**src/rtl/alu_rr_arbiter.sv**
```systemverilog
// Round-robin arbiter sharing one ALU datapath among N_REQ requesters.
// Registered one-hot grant, binary index for the ALU muxes, optional hold limit.
module alu_rr_arbiter #(
    parameter int N_REQ    = 8,
    parameter int IDX_W    = 3,
    parameter int MAX_HOLD = 4,
    parameter int CNT_W    = 4
) (
    input  logic             clk,
    input  logic             reset,
    input  logic [N_REQ-1:0] req,
    output logic [N_REQ-1:0] gnt,
    output logic             gnt_valid,
    output logic [IDX_W-1:0] gnt_idx,
    output logic [CNT_W-1:0] hold_cnt
);

    typedef enum logic {IDLE, GRANTED} state_t;

    localparam logic [CNT_W-1:0] HOLD_LIM =
        CNT_W'((MAX_HOLD == 0) ? 0 : MAX_HOLD - 1);
    localparam logic [IDX_W-1:0] LAST_IDX = IDX_W'(N_REQ - 1);

    state_t           state_q, state_d;
    logic [N_REQ-1:0] gnt_q,   gnt_d;
    logic [IDX_W-1:0] idx_q,   idx_d;
    logic [IDX_W-1:0] ptr_q,   ptr_d;
    logic [CNT_W-1:0] hold_q,  hold_d;

    logic [IDX_W:0]   pick;
    logic [IDX_W-1:0] idx_nxt;
    logic [N_REQ-1:0] others;

    // Rotated find-first-set: lowest offset from s wins; MSB flags a hit.
    function automatic logic [IDX_W:0] rr_pick(
        input logic [N_REQ-1:0] r,
        input logic [IDX_W-1:0] s
    );
        logic [IDX_W:0] res;
        int             j;
        res = '0;
        for (int i = N_REQ - 1; i >= 0; i--) begin
            j = int'(s) + i;
            if (j >= N_REQ) j = j - N_REQ;
            if (r[j]) res = {1'b1, IDX_W'(j)};
        end
        return res;
    endfunction

    // State register: all arbitration state, cleared asynchronously.
    always_ff @(posedge clk or posedge reset) begin
        if (reset) begin
            state_q <= IDLE;
            gnt_q   <= '0;
            idx_q   <= '0;
            ptr_q   <= '0;
            hold_q  <= '0;
        end else begin
            state_q <= state_d;
            gnt_q   <= gnt_d;
            idx_q   <= idx_d;
            ptr_q   <= ptr_d;
            hold_q  <= hold_d;
        end
    end

    // Next-state: grant, release/handoff, forced rotation, hold counting.
    always_comb begin
        state_d = state_q;
        gnt_d   = gnt_q;
        idx_d   = idx_q;
        ptr_d   = ptr_q;
        hold_d  = hold_q;
        pick    = '0;
        idx_nxt = (idx_q == LAST_IDX) ? '0 : idx_q + 1'b1;
        others  = req & ~gnt_q;
        unique case (state_q)
            IDLE: begin
                pick = rr_pick(req, ptr_q);
                if (pick[IDX_W]) begin
                    state_d = GRANTED;
                    idx_d   = pick[IDX_W-1:0];
                    gnt_d   = N_REQ'(1) << pick[IDX_W-1:0];
                    hold_d  = '0;
                end
            end
            GRANTED: begin
                if (!req[idx_q]) begin
                    ptr_d  = idx_nxt;
                    hold_d = '0;
                    pick   = rr_pick(req, idx_nxt);
                    if (pick[IDX_W]) begin
                        idx_d = pick[IDX_W-1:0];
                        gnt_d = N_REQ'(1) << pick[IDX_W-1:0];
                    end else begin
                        state_d = IDLE;
                        gnt_d   = '0;
                    end
                end else if ((MAX_HOLD != 0) && (hold_q == HOLD_LIM)) begin
                    hold_d = '0;
                    if (others != '0) begin
                        ptr_d = idx_nxt;
                        pick  = rr_pick(others, idx_nxt);
                        idx_d = pick[IDX_W-1:0];
                        gnt_d = N_REQ'(1) << pick[IDX_W-1:0];
                    end
                end else if (hold_q != '1) begin
                    hold_d = hold_q + 1'b1;
                end
            end
            default: state_d = IDLE;
        endcase
    end

    // Outputs come straight from registers.
    always_comb begin
        gnt       = gnt_q;
        gnt_valid = |gnt_q;
        gnt_idx   = idx_q;
        hold_cnt  = hold_q;
    end

endmodule

```
**config.mk**
```make
export PLATFORM = sky130hd
export DESIGN_NAME = alu_rr_arbiter
export DESIGN_NICKNAME = d
export VERILOG_FILES = /design/src/rtl/alu_rr_arbiter.sv
export SDC_FILE = /design/constraint.sdc
export NUM_CORES = 1
export LEC_CHECK = 0
export ABC_AREA = 0
export BUFFER_PORTS_ARGS = -buffer_cell sky130_fd_sc_hd__clkbuf_2
export CAP_MARGIN = 15
export CORE_MARGIN = 4
export CORE_UTILIZATION = 57
export CTS_CLUSTER_SIZE = 30
export DETAILED_ROUTE_END_ITERATION = 8
export HOLD_SLACK_MARGIN = 0.06
export PLACE_DENSITY = 0.76
export SYNTH_ARGS = -nofsm -noshare
export SYNTH_HDL_FRONTEND = slang
export SYNTH_SLANG_ARGS = --single-unit
```
**constraint.sdc**
```tcl
create_clock -name clk -period 8.3 [get_ports clk]
set_clock_uncertainty 0.15 [all_clocks]
set_input_delay 0.83 -clock clk [delete_from_list [all_inputs] [get_ports clk]]
set_output_delay 0.83 -clock clk [all_outputs]
set_load 0.01 [all_outputs]
```
==> After elaboration in Yosys (flattened, before gate mapping) <==
Index checks and enable logic that the tools add are counted.
{ "classes": {"add_sub_neg": 32, "n_lt_le_gt_ge": 41, "n_eq_ne": 10, "shifts": 3, "mux": 202, "bitwise": 3, "n_reduce_logical": 6} }
{ "ops": {"columns": ["operator", "count"], "rows": [
  ["$mux 32", 72],
  ["$lt 32x5->1 const B", 24],
  ["$mux 4", 23],
  ["$bmux 1 s3", 25],
  ["$sub 4x4->5 const B", 14],
  ["$mux 3", 21],
  ["$ge 4x4->1 const B", 14],
  ["$mux 1", 52],
  ["$mux 8", 5],
  ["$add 3x3->4 const B", 8],
  ["$shl 1x3->8 const A", 3],
  ["$add 3x2->4 const B", 4],
  ["$pmux 8 s2", 1],
  ["$sub 3x4->5 const B", 2],
  ["$add 3x1->4 const B", 2],
  ["$and 8x8->8", 1],
  ["$ge 3x4->1 const B", 2],
  ["$not 8->8", 1],
  ["$pmux 4 s2", 1],
  ["$reduce_bool 8->1", 1],
  ["$reduce_or 8->1", 1],
  ["$ne 2x1->1 const B", 3],
  ["$ne 3x2->1 const B", 2],
  ["$pmux 3 s2", 1],
  ["13 further kinds", 14]
]} }
{ "totals": {"ff_bits": 19, "inputBits": 10, "output_inout_bits": 16, "word_cells": 302} }

==> Logic depth before layout (Yosys ltp) <==
Gate-level depths: netlist (run 1).
{ "logic_depth": {"word_depth": 29, "ltp_mapped": 16, "ltp_nobuf": 11} }

==> Least setup slack after synthesis (run 1) <==
Ideal clock, no wire load.
{ "synth_timing": {"kind": "register to register", "startpoint": "register idx_q[0], in the netlist gnt_idx[0]", "endpoint": "register gnt_q[0], in the netlist gnt[0]", "setup_ps": 126, "arrival_ps": 3471, "required_ps": 8024, "path_slack_ps": 4553, "path_stages_with_launch": 10, "path_buffers": 1, "synth_period_minus_slack_ps": 3747, "path_cell_list": "dfrtp_1 > ha_1 > ha_1 > buf_2 > xnor2_1 > mux4_2 > o21bai_1 > o41a_1 > a41o_1 > o32a_1"} }
{ "synth_via": {"elab_chain_len": 29, "word_cells_on_any_way": 164, "cone_classes": "add/sub (16); order compare (8); eq/ne (3); shift (2); mux (134); reduce/logical (1)"} }
{ "synth_rtl": {"columns": ["item", "line_no", "rtl"], "rows": [
  ["start: declaration", "26", "logic [IDX_W-1:0] idx_q, idx_d;"],
  ["start signal: assignment", "61", "idx_q <= idx_d;"],
  ["$add 3x1->3 / $eq 3x3->1 (equally long branches)", "75", "idx_nxt = (idx_q == LAST_IDX) ? '0 : idx_q + 1'b1;"],
  ["$mux 3 (*)", "75", null],
  ["named net idx_nxt[2]", "31", "logic [IDX_W-1:0] idx_nxt;"],
  ["$add 3x3->4", "43", "j = int'(s) + i;"],
  ["$sub 4x4->5 / $ge 4x4->1 (equally long branches)", "44", "if (j >= N_REQ) j = j - N_REQ;"],
  ["$mux 32", "44", null],
  ["$mux 32", "101", "if (others != '0) begin"],
  ["$mux 32", "99", "end else if ((MAX_HOLD != 0) && (hold_q == HOLD_LIM)) begin"],
  ["(+14 left out)", null, null],
  ["$mux 3", "99", null],
  ["$mux 3", "88", "if (!req[idx_q]) begin"],
  ["$mux 3", "77", "unique case (state_q)"],
  ["$shl 1x3->8", "105", "gnt_d = N_REQ'(1) << pick[IDX_W-1:0];"],
  ["$mux 8", "101", null],
  ["$mux 8", "99", null],
  ["$mux 8 (*)", "88", null],
  ["$pmux 8 s2 (*)", "77", null],
  ["end signal: assignment", "60", "gnt_q <= gnt_d;"],
  ["end: declaration", "25", "logic [N_REQ-1:0] gnt_q, gnt_d;"]
]} }
Mark *: on every way through the listed nets, which the timed path passes. The rest lies on a longest branch. The select of a mux whose other input is x is not followed.
A chain may end at the register's enable or synchronous reset.

==> Worst setup path after layout (run 1) <==
{ "layout_timing": {"startpoint": "register idx_q[0], in the netlist gnt_idx[0]", "endpoint": "register gnt_q[3], in the netlist gnt[3]"} }
{ "layout_via": {"elab_chain_len": 29, "word_cells_on_any_way": 164, "cone_classes": "add/sub (16); order compare (8); eq/ne (3); shift (2); mux (134); reduce/logical (1)"} }
{ "layout_rtl": {"columns": ["item", "line_no"], "rows": [
  ["$add 3x1->3 / $eq 3x3->1 (equally long branches)", "75"],
  ["$mux 3", "75"],
  ["$add 3x3->4", "43"],
  ["$sub 4x4->5 / $ge 4x4->1 (equally long branches)", "44"],
  ["$mux 32", "44"],
  ["$mux 32", "101"],
  ["$mux 32", "99"],
  ["$mux 32", "88"],
  ["(+13 left out)", null],
  ["$mux 3", "99"],
  ["$mux 3", "88"],
  ["$mux 3", "77"],
  ["$shl 1x3->8", "105"],
  ["$mux 8", "101"],
  ["$mux 8", "99"],
  ["$mux 8", "88"],
  ["$pmux 8 s2", "77"]
]} }
Parallel ways exist; a longest one is shown, timed or not. The select of a mux whose other input is x is not followed.

==> results of run 1 <==
layer usage:
layer | share of wire | track usage
met2 | 0.45 | 0.427
met4 | 0.017 | 0.0672
met3 | 0.10 | 0.0523
met1 | 0.43 | 0.420
met5 | 0 | 0
cells in the final DEF, fill, tap and decap left out, types with 6 or more instances in the layout:
cell type,instances
nand2_1,57
mux2i_1,37
nor2_1,34
mux4_2,29
a21oi_1,26
clkbuf_2,25
o21ai_0,20
dfrtp_1,19
inv_1,14
nor3_1,13
nand2b_1,12
nand3_1,10
mux2_2,10
nor2b_1,9
o211ai_1,7
o21ai_1,7
nor3b_1,6
nor4_1,6
a31oi_1,6
ha_1,6
flip-flops by register name (all words and copies together), names as in the netlist:
register,cells
gnt,8
hold_cnt,4
gnt_idx,3
ptr_q,3
state_q,1
through the flow:
stage	hold WS, ns	worst slack (ns)	util	instance area (um2)
final	0.416	3.56	0.611	4220
after global routing	0.487	3.15	0.611	4220
after CTS	0.420	3.64	0.611	4220
after detailed placement	0.405	3.65	0.605	4180
after global placement	0.388	3.72	0.605	4180
after floorplan	0.408	4.55	-	4120
how the worst max path moves through the flow:
stage                       to  slack, ns  depth (start not counted)  startpoint
floorplan               gnt[0]       4.55                          9  gnt_idx[0]
global placement        gnt[2]       3.72                          9  gnt_idx[0]
detailed placement  gnt_idx[1]       3.65                         10  gnt_idx[0]
CTS                 gnt_idx[1]       3.64                         10  gnt_idx[0]
global route        gnt_idx[1]       3.15                         10  gnt_idx[0]
finish                  gnt[3]       3.56                         10  gnt_idx[0]
synth_stat cells, types with 6 or more instances:
library cell,instances
nor4_1,6
nand3_1,10
nor2b_1,9
mux2i_1,37
dfrtp_1,19
a31oi_1,6
ha_1,6
nor3_1,13
inv_1,14
a21oi_1,26
nand2_1,57
mux4_2,29
nor2_1,34
o21ai_0,20
o211ai_1,7
nand2b_1,12
mux2_2,10
nor3b_1,6
clkbuf_1,12
buf_2,16
o21ai_1,7
final cells by class:
type                    count  share of cell area
clock buffers               4              0.0107
inverters                  17              0.0151
multi-input cells         414               0.796
flip-flops and latches     19               0.113
well taps                  96              0.0285
repair buffers             29              0.0368
logic make-up (layout without fill, tap and decap cells):
group / after synthesis / count (layout) / share of synthesized area
mux: 82 / 82 / 0.304
fa+ha+maj: 6 / 6 / 0.0182
simple gates: 171 / 171 / 0.208
xor+xnor: 11 / 11 / 0.0289
flops: 19 / 19 / 0.116
compound gates: 144 / 144 / 0.257
buf+inv: 53 / 50 / 0.0681
worst min-delay path: cells and delay by family, from the launching register on:
family	cells	cell delay, ns
DFF	1	0.41
and+or+nand+nor	1	0.06
AOI/OAI and AO/OA	1	0.06
==> flow_metrics.env, run 1 <==
export IMPL_fp_dieW_um=93.0
export IMPL_crit_arrival_ns=4.75
export IMPL_worstReg2RegStart="gnt_idx[0]"
export IMPL_hp_class="flop to flop"
export IMPL_end_kind="flop"
export IMPL_r2r_cells=10
export IMPL_post_cts_buffers=0
export IMPL_yosys_most_used_dff="dfrtp_1"
export IMPL_slew_headroom=0.382
export IMPL_finalSetupViolations=0
export IMPL_die_area_um2=8650
export IMPL_max_freq_mhz=211
export IMPL_tightest_slew_ns=0.915
export IMPL_tns_ns=0
export IMPL_crit_fanout=27
export IMPL_ant_nets=0
export IMPL_holdBufCountCts=0
export IMPL_synth_edf_count=0
export IMPL_cts_root_buf="clkbuf_8"
export IMPL_first_pass_iters=5
export IMPL_r2r_end="gnt[3]"
export IMPL_drc=0
export IMPL_grt_pass1_vias=3912
export IMPL_ys_top_cells_by_area="mux4_2, dfrtp_1, mux2i_1, nand2_1, a21oi_1"
export IMPL_placedCellCount=575
export IMPL_post_route_period_util=0.571
export IMPL_path_clk_slew_ns=0.07
export IMPL_status="complete, no violations"
export IMPL_cts_buffers=3
export IMPL_drt_iter0_drc=426
export IMPL_cts_tree="yes"
export IMPL_area_delta_synth_final_pct=2.52
export IMPL_drv_cap=0
export IMPL_period_needed_ns=4.74
export IMPL_maxSlewViolCount=0
export IMPL_crit_path_top_delay_cell="o41ai_1"
export IMPL_synth_top_area_frac=0.159
export IMPL_crit_type="flop to flop"
export IMPL_dp_hpwl_um=8750
export IMPL_grt_usage=0.283
export IMPL_wl_per_cell_um=20.9
export IMPL_syn_num_nets=502
export IMPL_pin_count=26
export IMPL_rsz0062_at_grt="no"
export IMPL_ys_ff_latch=19
export IMPL_hold_start="hold_cnt[1]"
export IMPL_syn_area_per_cell_um2=8.47
export IMPL_port_buffer_count=25
export IMPL_cts_htree_levels=1
export IMPL_cts_num_sinks=19
export IMPL_yosysTopAreaCell="mux4_2"
export IMPL_routabilityCongestion=0.905
export IMPL_fin_nets=500
export IMPL_synth_yosys_warnings=0
export IMPL_grt_start_max_net_pins=35
export IMPL_grt_pass1_wl_um=20100
export IMPL_initial_core_util=0.596
export IMPL_finalNonFillerCells=579
export IMPL_critical_path_required_ns=8.32
export IMPL_final_hold_viol_count=0
export IMPL_slowest_delay_ns=0.81
export IMPL_clock_path_buffers=2
export IMPL_antenna_cells=0
export IMPL_grt_ovfl_total=0
export IMPL_ys_seq_area_frac=0.116
export IMPL_reg2reg_slack_ns=3.56
export IMPL_regArea_um2=475
export IMPL_syn_instance_count=486
export IMPL_antenna_found_initial=0
export IMPL_path_cells="inv_1, ha_1, buf_4, mux2_2, a22oi_1, o21ai_0, nand2b_1, o41ai_1, nand4b_1, a32oi_1"
export IMPL_synthDistinctLibCells=82
export IMPL_viasPerCell=7.18
export IMPL_min_to="hold_cnt[1]"
export IMPL_core_area_um2=6910
export IMPL_path_buf_inv=2
export IMPL_multi_input_area_um2=3360
export IMPL_async_flop_share=1.00
export IMPL_cts_resized=0
export IMPL_std_cell_rows=30
export IMPL_critPathTopFamily="compound AO/OA/AOI/OAI gates"
export IMPL_min_path_cells=2
export IMPL_die_y_um=93.0
export IMPL_clkLatencyLatePin_ns=0.26
export IMPL_crit_path_start_kind="flop"
export IMPL_routed_wl_um=12100
export IMPL_vias=4160
export IMPL_synth_area_um2=4120
export IMPL_num_fill_cells=616
export IMPL_final_layout_size_suffix_gt1_frac=0.184
Power of run 1 is left out: the tool's default activity adds up to more than one toggle a clock period on the data nets, which glitch-free logic cannot reach.
==> run 2: changes to the inputs <==
Settings changed: ABC_AREA 0 to 1.
Clock period 8.3 ns to 4.65 ns, I/O delays scaled along.
==> run 2 against run 1 <==
Worst setup slack got worse by 2.6 ns. Via count fell by 6.1%. Die area decreased by 17%. Fmax grew 29%. Clock-buffer cell count unchanged. Synthesized cell count is 27% higher. First-iteration DRC count down 18%.
==> flow_metrics.env, run 2 <==
export IMPL_slew_headroom=0.522
export IMPL_clock_path_buffers=2
export IMPL_initial_core_util=0.597
export IMPL_finalNonFillerCells=701
export IMPL_synth_edf_count=0
export IMPL_std_cell_rows=27
export IMPL_layout_commonest_cell="nand2_1"
export IMPL_cts_root_buf="clkbuf_8"
export IMPL_path_buf_inv=5
export IMPL_routabilityCongestion=1.03
export IMPL_ant_nets=0
export IMPL_tightest_slew_ns=0.716
export IMPL_ys_ff_latch=19
export IMPL_largest_register_ffs=8
export IMPL_grt_ovfl_total=0
export IMPL_grt_pass1_wl_um=16100
export IMPL_syn_area_per_cell_um2=5.45
export IMPL_synthTopCellsByCount="nand2_1, inv_1, nand3_1"
export IMPL_post_route_period_util=0.790
export IMPL_synth_top_area_frac=0.287
export IMPL_final_hold_viol_count=0
export IMPL_period_needed_ns=3.67
export IMPL_wl_per_cell_um=13.7
export IMPL_worstReg2RegStart="gnt_idx[0]"
export IMPL_end_kind="flop"
export IMPL_die_area_um2=7170
export IMPL_syn_instance_count=615
export IMPL_final_layout_size_suffix_gt1_frac=0.130
export IMPL_core_area_um2=5610
export IMPL_drc=0
export IMPL_r2r_cells=22
export IMPL_hp_class="input port to async pin"
export IMPL_port_buffer_count=25
export IMPL_antenna_found_initial=0
export IMPL_synth_area_um2=3350
export IMPL_drt_iter0_drc=349
export IMPL_viasPerCell=5.57
export IMPL_fp_dieW_um=84.7
export IMPL_pin_count=26
export IMPL_post_cts_buffers=0
export IMPL_die_y_um=84.7
export IMPL_cts_num_sinks=19
export IMPL_maxSlewViolCount=0
export IMPL_holdBufCountCts=0
export IMPL_cts_htree_levels=1
export IMPL_slowest_delay_ns=0.66
export IMPL_critPathTopFamily="simple AND/OR/NAND/NOR gates"
export IMPL_critical_path_required_ns=4.69
export IMPL_path_clk_slew_ns=0.07
export IMPL_synth_yosys_warnings=0
export IMPL_crit_type="flop to flop"
export IMPL_crit_path_top_delay_cell="dfrtp_1"
export IMPL_yosys_most_used_dff="dfrtp_1"
export IMPL_drv_cap=0
export IMPL_rsz0062_at_grt="no"
export IMPL_async_flop_share=1.00
export IMPL_ys_seq_area_frac=0.142
export IMPL_dp_hpwl_um=7820
export IMPL_crit_arrival_ns=3.72
export IMPL_status="complete, no violations"
export IMPL_cts_resized=0
export IMPL_yosysMostFrequentCell="nand2_1"
export IMPL_max_freq_mhz=272
export IMPL_clkLatencyLatePin_ns=0.26
export IMPL_cts_tree="yes"
export IMPL_yosysTopAreaCell="nand2_1"
export IMPL_grt_usage=0.269
export IMPL_area_delta_synth_final_pct=4.07
export IMPL_vias=3907
export IMPL_fin_nets=646
export IMPL_final_cell_mix="nand2_1, inv_1, nand3_1"
export IMPL_cts_buffers=3
export IMPL_tns_ns=0
export IMPL_finalSetupViolations=0
export IMPL_grt_pass1_vias=3551
export IMPL_r2r_end="gnt[4]"
export IMPL_antenna_cells=0
export IMPL_ys_top_cells_by_area="nand2_1, dfrtp_1, nand3_1, inv_1, nor2_1"
export IMPL_placedCellCount=697
export IMPL_syn_num_nets=631
export IMPL_grt_start_max_net_pins=29
export IMPL_first_pass_iters=5
export IMPL_reg2reg_slack_ns=0.98
export IMPL_crit_top_cell="nand2_1"
export IMPL_crit_fanout=17
export IMPL_crit_path_start_kind="flop"
export IMPL_routed_wl_um=9580
export IMPL_path_cells="inv_6, ha_1, buf_4, inv_1, nand2_1, nand2_2, nand3_1, nand2_2, nand2_1, nand2_2, inv_2, nand2_1, nand2_1, nand2_1, nand2_1, nand2_1, nand2_2, inv_2, nand4_1, nand2_1, nand2_1, a21oi_1"
export IMPL_synthDistinctLibCells=39
-- run 2: logic make-up (layout without fill, tap and decap cells) --
kind of cell | Yosys count | count (layout) | synth area share
flip-flops | 19 | 19 | 0.142
XOR/XNOR | 6 | 6 | 0.0213
adder cells (fa/ha/maj) | 6 | 6 | 0.0224
AO/OA/AOI/OAI | 63 | 63 | 0.102
buffers and inverters | 102 | 116 | 0.139
AND/OR/NAND/NOR | 419 | 419 | 0.573
-- run 2: layout make-up --
cell class                      instances  area, um2
Timing Repair Buffer                   26        133
Tap cell                               72       90.1
Sequential cell                        19        475
Multi-Input combinational cell        494       2410
Inverter                               86        333
Fill cell                             574       2120
Clock buffer                            4       45.0
-- run 2: how the worst max path moves through the flow --
stage	startpoint	endpoint	slack, ns	depth (start not counted)
after floorplan	gnt_idx[0]	hold_cnt[3]	1.79	20
after global placement	gnt_idx[0]	gnt[4]	1.05	22
after detailed placement	gnt_idx[0]	hold_cnt[3]	1.07	17
after CTS	gnt_idx[0]	hold_cnt[3]	1.05	17
after global routing	gnt_idx[0]	gnt[4]	0.55	22
final	gnt_idx[0]	gnt[4]	0.98	22
-- run 2: layer usage --
metal | global-route usage | part of all wire | up-vias
li1 | - | - | 1972
met1 | 0.365 | 0.44 | 1736
met2 | 0.441 | 0.45 | 178
met3 | 0.0471 | 0.089 | 21
met4 | 0.0662 | 0.015 | 0
met5 | 0 | 0 | -
-- run 2: per-stage QoR --
stage / setup WS (ns) / hold slack, ns / instance area, um2 / utilization
detailed placement: 1.07 / 0.415 / 3440 / 0.614
CTS: 1.05 / 0.175 / 3490 / 0.622
finish: 0.975 / 0.141 / 3490 / 0.622
global placement: 1.05 / 0.378 / 3440 / 0.614
global route: 0.554 / 0.217 / 3490 / 0.622
floorplan: 1.79 / 0.266 / 3350 / -
-- run 2: worst register-to-register path: stages (launching register included) --
cell and delay (ns):
dfrtp_1 0.66, inv_6 0.07, ha_1 0.30, buf_4 0.21
inv_1 0.43, nand2_1 0.13, nand2_2 0.26, nand3_1 0.16
nand2_2 0.12, nand2_1 0.08, nand2_2 0.09, inv_2 0.04
nand2_1 0.05, nand2_1 0.04, nand2_1 0.07, nand2_1 0.05
nand2_1 0.07, nand2_2 0.14, inv_2 0.12, nand4_1 0.08
nand2_1 0.10, nand2_1 0.05, a21oi_1 0.12
Power of run 2 is left out for the same reason.
==> run 3: changes to the inputs <==
Settings changed: CORE_UTILIZATION 57 to 56, PLACE_DENSITY 0.76 to 0.78.
Clock period 4.65 ns to 3.05 ns, I/O delays scaled along.
==> run 3 against run 2 <==
Global-route usage is 1.8 points higher. Utilization is 11 points higher. Critical path type unchanged. Via count is 6.6% higher. Cell count increased by 5.3%.
==> flow_metrics.env, run 3 (synthesis results as in run 2) <==
export IMPL_cts_num_sinks=19
export IMPL_fin_nets=683
export IMPL_path_buf_inv=2
export IMPL_final_cell_mix="nand2_1, inv_1, nand3_1"
export IMPL_viasPerCell=5.64
export IMPL_layout_commonest_cell="nand2_1"
export IMPL_clock_path_buffers=2
export IMPL_path_clk_slew_ns=0.08
export IMPL_antenna_found_initial=0
export IMPL_critPathTopFamily="simple AND/OR/NAND/NOR gates"
export IMPL_die_area_um2=7280
export IMPL_routabilityCongestion=0.977
export IMPL_grt_pass1_wl_um=17200
export IMPL_post_route_period_util=0.960
export IMPL_core_area_um2=5640
export IMPL_period_needed_ns=2.93
export IMPL_whs_ns=0.421
export IMPL_final_hold_viol_count=0
export IMPL_pin_count=26
export IMPL_regArea_um2=477
export IMPL_num_fill_cells=504
export IMPL_multi_input_area_um2=2720
export IMPL_vias=4163
export IMPL_area_delta_synth_final_pct=22.7
export IMPL_ant_nets=0
export IMPL_status="complete, no violations"
export IMPL_maxSlewViolCount=0
export IMPL_initial_core_util=0.594
export IMPL_slowest_delay_ns=0.43
export IMPL_routed_wl_um=11000
export IMPL_cts_tree="yes"
export IMPL_drc=0
export IMPL_max_freq_mhz=342
export IMPL_fin_util=0.728
export IMPL_path_cells="ha_4, ha_4, nor2_4, buf_12, buf_6, nand2_4, nand3_1, nand3_1, nand2_2, nand3_1, nand2_1, nand2_1, nand2_1, nand2_1, nand2_1, nand2_2, nand2_4, nand4_1, nand2_1, nand2_1, a21oi_1"
export IMPL_grt_ovfl_total=0
export IMPL_grt_usage=0.287
export IMPL_tightest_slew_ns=0.763
export IMPL_finalSetupViolations=0
export IMPL_grt_start_max_net_pins=20
export IMPL_crit_top_cell="nand2_1"
export IMPL_crit_type="flop to flop"
export IMPL_cts_root_buf="clkbuf_8"
export IMPL_grt_pass1_vias=3654
export IMPL_hp_class="flop to flop"
export IMPL_clkLatencyLatePin_ns=0.26
export IMPL_antenna_cells=0
export IMPL_placedCellCount=724
export IMPL_wl_per_cell_um=14.9
export IMPL_crit_path_top_delay_cell="dfrtp_1"
export IMPL_port_buffer_count=25
export IMPL_finalNonFillerCells=738
export IMPL_final_layout_size_suffix_gt1_frac=0.264
export IMPL_slew_headroom=0.491
export IMPL_critical_path_required_ns=3.09
export IMPL_drt_iter0_drc=399
export IMPL_cts_htree_levels=1
export IMPL_crit_path_start_kind="flop"
export IMPL_cts_buffers=3
export IMPL_largest_register_ffs=8
export IMPL_end_kind="flop"
export IMPL_std_cell_rows=27
export IMPL_fp_dieW_um=85.3
export IMPL_crit_arrival_ns=2.97
export IMPL_first_pass_iters=5
export IMPL_crit_fanout=7
export IMPL_dp_hpwl_um=8470
export IMPL_drv_cap=0
export IMPL_die_y_um=85.3
==> run 3: worst min-delay path, stage by stage (launching register included) <==
cell,delay [ns]
dfrtp_1,0.40
nand2_1,0.07
o21ai_0,0.06
==> run 3: per-layer routing <==
metal | part of all wire | wire length, um | vias up | track usage
met1 | 0.44 | 4800 | 1905 | 0.391
met5 | 0 | 0 | - | 0
met2 | 0.46 | 5070 | 194 | 0.464
met4 | 0.015 | 167 | 0 | 0.0662
li1 | - | - | 2045 | -
met3 | 0.090 | 992 | 19 | 0.0602
==> run 3: final cells by class <==
class,count,area share
multi-input combinational,496,0.661
sequential,19,0.116
timing repair buffer,61,0.108
inverter,86,0.0816
tap,72,0.0219
clock buffer,3,0.0100
clock inverter,1,0.00122
==> run 3: path summary, 6_finish.rpt <==
| kind | startpoint | end | slack, ns | cells past startpoint |
|---|---|---|---|---|
| min in group asynchronous | reset | gnt[7] | 0.57 | 3 |
| hold reg to reg | hold_cnt[1] | hold_cnt[1] | 0.42 | 2 |
| setup / recovery | gnt_idx[0] | gnt[5] | 0.12 | 21 |
| hold / removal | hold_cnt[1] | hold_cnt[1] | 0.42 | 2 |
| setup reg to reg | gnt_idx[0] | gnt[5] | 0.12 | 21 |
| max in group asynchronous | reset | ptr_q[0] | 1.65 | 3 |
==> run 3: metrics by stage <==
step | area, um2 | worst slack (ns) | setup TNS (ns)
global placement | 3640 | 0.0660 | 0
detailed placement | 3640 | 0.0555 | 0
finish | 4110 | 0.122 | 0
global route | 4110 | -0.0585 | -0.247
CTS | 3700 | 0.0381 | 0
floorplan | 3350 | 0.188 | 0
==> run 3: repair_timing <==
| action | in CTS | in global routing |
|---|---|---|
| endpoints found under the setup margin | 0 | 15 |
| endpoints found under the hold margin | 19 | 0 |
| setup buffers | 0 | 6 |
| hold buffers | 1 | 0 |
| resized for setup | 0 | 97 |
Power of run 3 is left out for the same reason.
